<file path="src/rtl/mul_seq_ctrl.sv">
// Arbiter and pin sequencer for the 4x4 shift-add nibble multiplier.
// Optional macro MUL_SEQ_ROUND_ROBIN_EN: round-robin tie-break (default: fixed priority to A).
module mul_seq_ctrl #(
    parameter int STEPS = 4
) (
    input  logic       CLK,
    input  logic       RST,
    input  logic       REQ_A,
    input  logic       REQ_B,
    input  logic [3:0] XA,
    input  logic [3:0] YA,
    input  logic [3:0] XB,
    input  logic [3:0] YB,
    output logic       GNT_A,
    output logic       GNT_B,
    output logic       ACK_A,
    output logic       ACK_B,
    output logic [7:0] P,
    output logic       BUSY,
    output logic [3:0] MUL_DIN,
    output logic       MUL_LOAD,
    output logic       MUL_RSEL,
    output logic       MUL_CLK,
    input  logic [3:0] MUL_R
);
    localparam logic [2:0] STEP_LAST = 3'(STEPS - 1);

    typedef enum logic [2:0] {
        S_IDLE = 3'd0,
        S_LDM  = 3'd1,
        S_LDA  = 3'd2,
        S_RUN  = 3'd3,
        S_RDHI = 3'd4,
        S_RDLO = 3'd5,
        S_DONE = 3'd6
    } state_t;

    state_t     r_state;
    state_t     w_state_nxt;
    logic [2:0] r_step;
    logic [2:0] w_step_nxt;
    logic       r_half;
    logic       w_half_nxt;
    logic       w_start;
    logic       w_win_b;
    logic       w_grant_b;
    logic [3:0] w_y_sel;
    logic       r_win_b;
    logic [3:0] r_x;
    logic [3:0] r_p_hi;
    logic [7:0] r_p;
    logic       r_gnt_a;
    logic       r_gnt_b;
    logic       r_ack_a;
    logic       r_ack_b;
    logic       r_busy;
    logic [3:0] r_mul_din;
    logic       r_mul_load;
    logic       r_mul_rsel;
    logic       r_mul_clk;

`ifdef MUL_SEQ_ROUND_ROBIN_EN
    logic r_prio_b;

    assign w_win_b = REQ_B && (!REQ_A || r_prio_b);

    // Tie-break pointer: favour whoever was not served, updated as each operation completes.
    always_ff @(posedge CLK) begin
        if (RST) begin
            r_prio_b <= 1'b0;
        end else if (r_state == S_DONE) begin
            r_prio_b <= !r_win_b;
        end else begin
            r_prio_b <= r_prio_b;
        end
    end
`else
    assign w_win_b = REQ_B && !REQ_A;
`endif

    // The winner is only decided in IDLE; afterwards the latched choice holds.
    assign w_grant_b = w_start ? w_win_b : r_win_b;
    assign w_y_sel   = w_win_b ? YB : YA;

    // Next-state logic; r_half marks the high half of a MUL_CLK pulse in RUN.
    always_comb begin
        w_state_nxt = r_state;
        w_step_nxt  = r_step;
        w_half_nxt  = r_half;
        w_start     = 1'b0;
        case (r_state)
            S_IDLE: begin
                if (REQ_A || REQ_B) begin
                    w_state_nxt = S_LDM;
                    w_start     = 1'b1;
                end else begin
                    w_state_nxt = S_IDLE;
                end
            end
            S_LDM: w_state_nxt = S_LDA;
            S_LDA: begin
                w_state_nxt = S_RUN;
                w_step_nxt  = 3'd0;
                w_half_nxt  = 1'b1;
            end
            S_RUN: begin
                if (r_half) begin
                    w_half_nxt = 1'b0;
                end else if (r_step == STEP_LAST) begin
                    w_state_nxt = S_RDHI;
                end else begin
                    w_step_nxt = r_step + 3'd1;
                    w_half_nxt = 1'b1;
                end
            end
            S_RDHI:  w_state_nxt = S_RDLO;
            S_RDLO:  w_state_nxt = S_DONE;
            S_DONE:  w_state_nxt = S_IDLE;
            default: w_state_nxt = S_IDLE;
        endcase
    end

    // State, step counter and latched request.
    always_ff @(posedge CLK) begin
        if (RST) begin
            r_state <= S_IDLE;
            r_step  <= 3'd0;
            r_half  <= 1'b0;
            r_win_b <= 1'b0;
            r_x     <= 4'h0;
        end else begin
            r_state <= w_state_nxt;
            r_step  <= w_step_nxt;
            r_half  <= w_half_nxt;
            if (w_start) begin
                r_win_b <= w_win_b;
                r_x     <= w_win_b ? XB : XA;
            end else begin
                r_win_b <= r_win_b;
                r_x     <= r_x;
            end
        end
    end

    // Outputs are registered from the next state so each one lines up with its state.
    // Y goes straight into the LDM pin register, which is its latch point.
    always_ff @(posedge CLK) begin
        if (RST) begin
            r_gnt_a    <= 1'b0;
            r_gnt_b    <= 1'b0;
            r_ack_a    <= 1'b0;
            r_ack_b    <= 1'b0;
            r_busy     <= 1'b0;
            r_mul_din  <= 4'h0;
            r_mul_load <= 1'b0;
            r_mul_rsel <= 1'b0;
            r_mul_clk  <= 1'b0;
        end else begin
            r_busy     <= (w_state_nxt != S_IDLE);
            r_gnt_a    <= (w_state_nxt != S_IDLE) && !w_grant_b;
            r_gnt_b    <= (w_state_nxt != S_IDLE) && w_grant_b;
            r_ack_a    <= (w_state_nxt == S_DONE) && !w_grant_b;
            r_ack_b    <= (w_state_nxt == S_DONE) && w_grant_b;
            r_mul_load <= (w_state_nxt == S_LDM) || (w_state_nxt == S_LDA);
            r_mul_rsel <= (w_state_nxt == S_LDA) || (w_state_nxt == S_RDLO);
            r_mul_clk  <= (w_state_nxt == S_RUN) && w_half_nxt;
            case (w_state_nxt)
                S_LDM:   r_mul_din <= w_y_sel;
                S_LDA:   r_mul_din <= r_x;
                default: r_mul_din <= 4'h0;
            endcase
        end
    end

    // Product readback: high nibble in RDHI, full product presented on entry to DONE.
    always_ff @(posedge CLK) begin
        if (RST) begin
            r_p_hi <= 4'h0;
            r_p    <= 8'h00;
        end else begin
            if (r_state == S_RDHI) begin
                r_p_hi <= MUL_R;
            end else begin
                r_p_hi <= r_p_hi;
            end
            if (r_state == S_RDLO) begin
                r_p <= {r_p_hi, MUL_R};
            end else begin
                r_p <= r_p;
            end
        end
    end

    assign GNT_A    = r_gnt_a;
    assign GNT_B    = r_gnt_b;
    assign ACK_A    = r_ack_a;
    assign ACK_B    = r_ack_b;
    assign P        = r_p;
    assign BUSY     = r_busy;
    assign MUL_DIN  = r_mul_din;
    assign MUL_LOAD = r_mul_load;
    assign MUL_RSEL = r_mul_rsel;
    assign MUL_CLK  = r_mul_clk;

endmodule

</file>
<file path="config.mk">
export PLATFORM = sky130hd
export DESIGN_NAME = mul_seq_ctrl
export DESIGN_NICKNAME = d
export VERILOG_FILES = /design/src/rtl/mul_seq_ctrl.sv
export SDC_FILE = /design/constraint.sdc
export NUM_CORES = 1
export LEC_CHECK = 0
export ABC_CLOCK_PERIOD_IN_PS = 1700
export CAP_MARGIN = 30
export CORE_MARGIN = 2
export CORE_UTILIZATION = 40
export CTS_CLUSTER_DIAMETER = 200
export DETAILED_ROUTE_END_ITERATION = 8
export GPL_TIMING_DRIVEN = 0
export PLACE_DENSITY = 0.73
export REMOVE_ABC_BUFFERS = 1
export SYNTH_ARGS = -nofsm -noshare
export SYNTH_HDL_FRONTEND = slang
export SYNTH_SLANG_ARGS = --single-unit
</file>
<file path="constraint.sdc">
create_clock -name CLK -period 1.7 [get_ports CLK]
set_clock_uncertainty 0.1 [all_clocks]
set_input_delay 0.17 -clock CLK [delete_from_list [all_inputs] [get_ports CLK]]
set_output_delay 0.17 -clock CLK [all_outputs]
set_load 0.01 [all_outputs]
</file>
; ---- Word-level counts from Yosys, hierarchy flattened
; Index checks and enable logic that the tools add are counted.
[word_totals]
register_bits = 36
wordCells = 61
in_bits = 24
out_inout_bits = 20
[classes]
n_eq_ne = 13
n_mux = 16
reduce_logical = 15
addsub = 1
[ops]
columns = operator, count
row1 = $pmux W3 S6, 1
row2 = $eq A3 B2 Y1 const B, 5
row3 = $eq A3 B3 Y1 const B, 4
row4 = $mux W3, 4
row5 = $mux W4, 2
row6 = $pmux W4 S2, 1
row7 = $eq A3 B1 Y1 const B, 2
row8 = $logic_and A1 B1 Y1, 6
row9 = $mux W1, 6
row10 = $pmux W3 S2, 1
row11 = $ne A2 B2 Y1 const B, 2
row12 = $add A3 B1 Y3 const B, 1
row13 = $logic_not A3 Y1, 1
row14 = $logic_or A1 B1 Y1, 3
row15 = $reduce_and A3 Y1, 1
row16 = $reduce_bool A3 Y1, 1
row17 = $logic_not A1 Y1, 2
row18 = $pmux W1 S2, 1
row19 = $reduce_bool A2 Y1, 1

; ---- Logic depth before layout (Yosys ltp)
[depth]
depth_word = 6
mapped_depth = 5
depth_no_buf = 5

; ---- Worst setup path after synthesis
; No wires, ideal clock.
[synth_timing]
path_type = register -> register
from = reg r_step[0]
to = reg r_step[0]
path_slack_ns = 0.061
required_ns = 1.529
arrival_time_ns = 1.468
stages_incl_launch_ff = 6
setup_time_ns = 0.071
period_less_slack_ns = 1.639
path_cell_list = dfxtp_1 -> ha_1 -> ha_1 -> or3b_1 -> or3_1 -> a21oi_1
[synth_via]
elab_chain_cells = 4
elab_cells_between_ends = 7
cone_classes = 1 x add/sub / 2 x eq/ne / 3 x mux / 1 x reduce/logical
[synth_rtl]
columns = item, line
row1 = start: declaration, 40  ; logic [2:0] r_step;
row2 = start signal: assignment, 133  ; r_step <= w_step_nxt;
row3 = $add A3 B1 Y3, 112  ; w_step_nxt = r_step + 3'd1;
row4 = $mux W3, 109  ; end else if (r_step == STEP_LAST) begin
row5 = $mux W3, 107  ; if (r_half) begin
row6 = $pmux W3 S2, 91  ; case (r_state)
; Several ways; a longest one is shown, not always the timed one. The select of a mux whose other input is x is not followed.
; A chain may end at the register's enable or synchronous reset.

; ---- Final worst setup path
[layout_timing]
from = reg r_step[1]
to = reg r_step[0]
[layout_via]
elab_chain_cells = 3
[layout_rtl]
columns = item, line
row1 = $eq A3 B2 Y1, 109
row2 = $ne A2 B2 Y1 (no line), --
row3 = $reduce_and A3 Y1 (no line), --
; Every way passes these cells.

==> out/metrics.cfg <==
[routing]
drc = 0
wl_per_cell_um = 13.0
firstDrtPassIters = 4
vias = 1186
viasPerCell = 5.03
wirelength_mm = 3.08
drt_iter0_markers = 22
ant_nets = 0

[grt]
grt_overflow_total = 0
grt_usage_pct = 16.6
grt_pass1_vias = 1206
grt_pass1_wl_mm = 5.20
grt_max_degree = 22
antenna_found_initial = 0

[status]
status = finished clean

[timing]
period_needed_ps = 1690
relSlewSlack_pct = 65.3
hold_viol = 0
setup_ws_ps = 8.35
finalSetupViolCount = 0
rsz0062_at_grt = true
fmax_mhz = 591
finalCritPeriodShare_pct = 99.5
drv_slew = 0
tightest_slew_ps = 514

[final_layout]
design_area_mm2 = 0.00203
drive_gt1_share_pct = 12.1
finalNetCount = 216
nFillCells = 313
diodes = 0
multi_input_area_um2 = 706
register_area_um2 = 726
synthToLayoutAreaGrowth_pct = 40.6

[placed_design]
post_dp_cell_area_mm2 = 0.00190
dp_hpwl_mm = 2.26
portBuffers = 43
post-place-ws_ps = -334
gp_congestion = 0.695

[synth]
syn_area_per_cell_um2 = 9.94
yosysTopAreaCell = dfxtp_1
synthCells = 145
postSynth.asyncResetShare_pct = 0
yosysTopAreaCellShare_pct = 50.0
yosysUniqueCellTypes = 31
yosys_warnings = 0
ys_seq_elements = 36
netlist_area_mm2 = 0.00144
ys.flop_type = dfxtp_1
synth_edf_count = 0
ys_seq_area_share_pct = 50.0
synth_area_leaders = dfxtp_1 (50%), mux2i_1 (14%), nor2_1 (4.4%)

[floorplanning]
ios = 44
fp.dieH_um = 64.0
die_w_um = 64.0
rows = 21
dieArea_mm2 = 0.00410
initial_core_util_pct = 42.5
core_mm2 = 0.00339

[min_path]
min_to = P[0]
hp-class = in -> reg
min_path_cells = 3
hp-start = MUL_R[0]

[setup_path]
worstSetupPathType = reg -> reg
crit_required_ps = 1860
reg2regPathDepth = 5
worstSetupStartpointType = register
reg2reg_from = r_step[1]
worstSetupEndpointType = register
crit_arrival_ps = 1860
reg2reg_slack_ps = 8
timing.rr.end = r_step[0]
critical_path.max_fanout = 3

[pwr]
p_per_area_mw_per_mm2 = 789
ir_drop_uv = 419
cellLeakagePower_nw = 0.776

[cts]
clock_path_buffers = 2
cts_inserted_buffers = 5
cts_root_buf = clkbuf_4
clock_latency_ps = 330
htreeDepth = 2
clk_pin_slew_ps = 100
clock_sinks = 36
hold_buffers = 0
cts_tree = done

[run]
maxCapViolCount = 0

-- registers in the layout, indices dropped and copies added (netlist names) --
register	cells
P	8
MUL_DIN	4
r_p_hi	4
r_x	4
r_state	3
r_step	3
ACK_A	1
ACK_B	1
BUSY	1
GNT_A	1
GNT_B	1
MUL_CLK	1
MUL_LOAD	1
MUL_RSEL	1
r_half	1
r_win_b	1
-- cells by family (layout without fill, tap and decap cells) --
logic type               after synthesis  count (layout)  synth area share [%]
AO/OA/AOI/OAI                         27              27                  11.1
multiplexers                          20              20                  13.9
flip-flops                            36              36                  50.0
buffers and inverters                 12              57                  3.73
XOR/XNOR                               1               1                 0.608
adder cells (fa/ha/maj)                2               2                  1.74
AND/OR/NAND/NOR                       47              47                  18.9
-- synth_stat cells, types with 2 or more instances --
library cell and count:
a21oi_1 10, o21a_1 2, clkbuf_1 3, nand3b_1 2
a211oi_1 5, or3_1 3, ha_1 2, o21ai_0 8
mux2i_1 20, nor2b_1 4, buf_2 4, nand2_1 5
nor2_1 17, inv_1 3, nor3_1 3, nor4b_1 2
nand2b_1 3, dfxtp_1 36
-- area by class of cell --
cell class | instances | area share, %
sequential | 36 | 35.8
inverter | 3 | 0.556
multi-input combinational | 97 | 34.8
tap | 46 | 2.84
timing repair buffer | 47 | 23.7
clock inverter | 1 | 0.247
clock buffer | 6 | 2.04
-- worst max-delay path, cell delays in order, from the launching register on --
cell and delay (ps):
dfxtp_2 340, ha_4 160, ha_4 150, or3b_4 380
or3_4 390, a21oi_2 110
-- worst max path at each step --
stage              start         end  slack (ps)  cells after the start
6_report       r_step[1]   r_step[0]           8                      5
5_1_grt        r_step[1]   r_step[0]         -70                      5
4_1_cts        r_step[1]   r_step[0]          -5                      5
3_5_place_dp       REQ_B      r_x[3]        -330                      4
3_3_place_gp         RST  MUL_DIN[3]        -450                      4
2_1_floorplan  r_step[0]   r_step[0]          60                      5
-- metal layers --
layer	GRT usage, %	part of all wire [%]	vias to the layer above	wire (um)
met4	8.97	2.9	0	89
met1	17.7	40	547	1220
met5	0	0	-	0
met3	6.34	6.8	7	208
met2	28.0	51	34	1560
li1	-	-	598	-
-- layout by cell type, fill, tap and decap left out --
cell,n
a211oi_1,5
a21oi_1,9
a21oi_2,1
and2_1,1
and3b_1,1
buf_12,1
buf_4,2
buf_8,1
clkbuf_1,1
clkbuf_4,5
clkdlybuf4s50_1,43
clkinv_2,1
dfxtp_1,32
dfxtp_2,4
ha_4,2
inv_1,3
mux2i_1,20
nand2_1,5
nand2b_1,3
nand3b_1,2
nor2_1,17
nor2b_1,3
nor2b_2,1
nor3_1,3
nor3_2,1
nor3b_4,1
nor4_1,1
nor4b_1,2
nor4b_2,1
o21a_1,2
o21ai_0,8
o2bb2ai_1,1
o41ai_1,1
or2_1,1
or3_1,2
or3_4,1
or3b_4,1
xnor2_1,1
-- report_power, final --
group,switching (W),total [W],internal (W)
clock,0.000257,0.000409,0.000152
sequential,0.0000434,0.000936,0.000892
combinational,0.000107,0.000255,0.000148
total,0.000407,0.00160,0.00119
-- stage by stage --
| stage | power (W) | TNS (ps) | instances | hold WS (ps) | utilization (%) |
|---|---|---|---|---|---|
| after global placement | 0.00119 | -4520 | 225 | 335 | 55.7 |
| final | 0.00160 | 0 | 236 | 368 | 59.8 |
| after CTS | 0.00162 | -5.45 | 236 | 364 | 59.4 |
| after detailed placement | 0.00120 | -2580 | 226 | 364 | 56.1 |
| after global routing | 0.00169 | -70.2 | 236 | 381 | 59.8 |
| after floorplan | 0.00105 | 0 | 136 | 139 | - |
-- repair_timing --
action / CTS / global route
setup endpoints to repair: 8 / 7
resized for setup: 8 / 4
buffers inserted: 3 / 0
pin swaps: 6 / 0
Note: power is estimated with default switching activity, not from simulation.
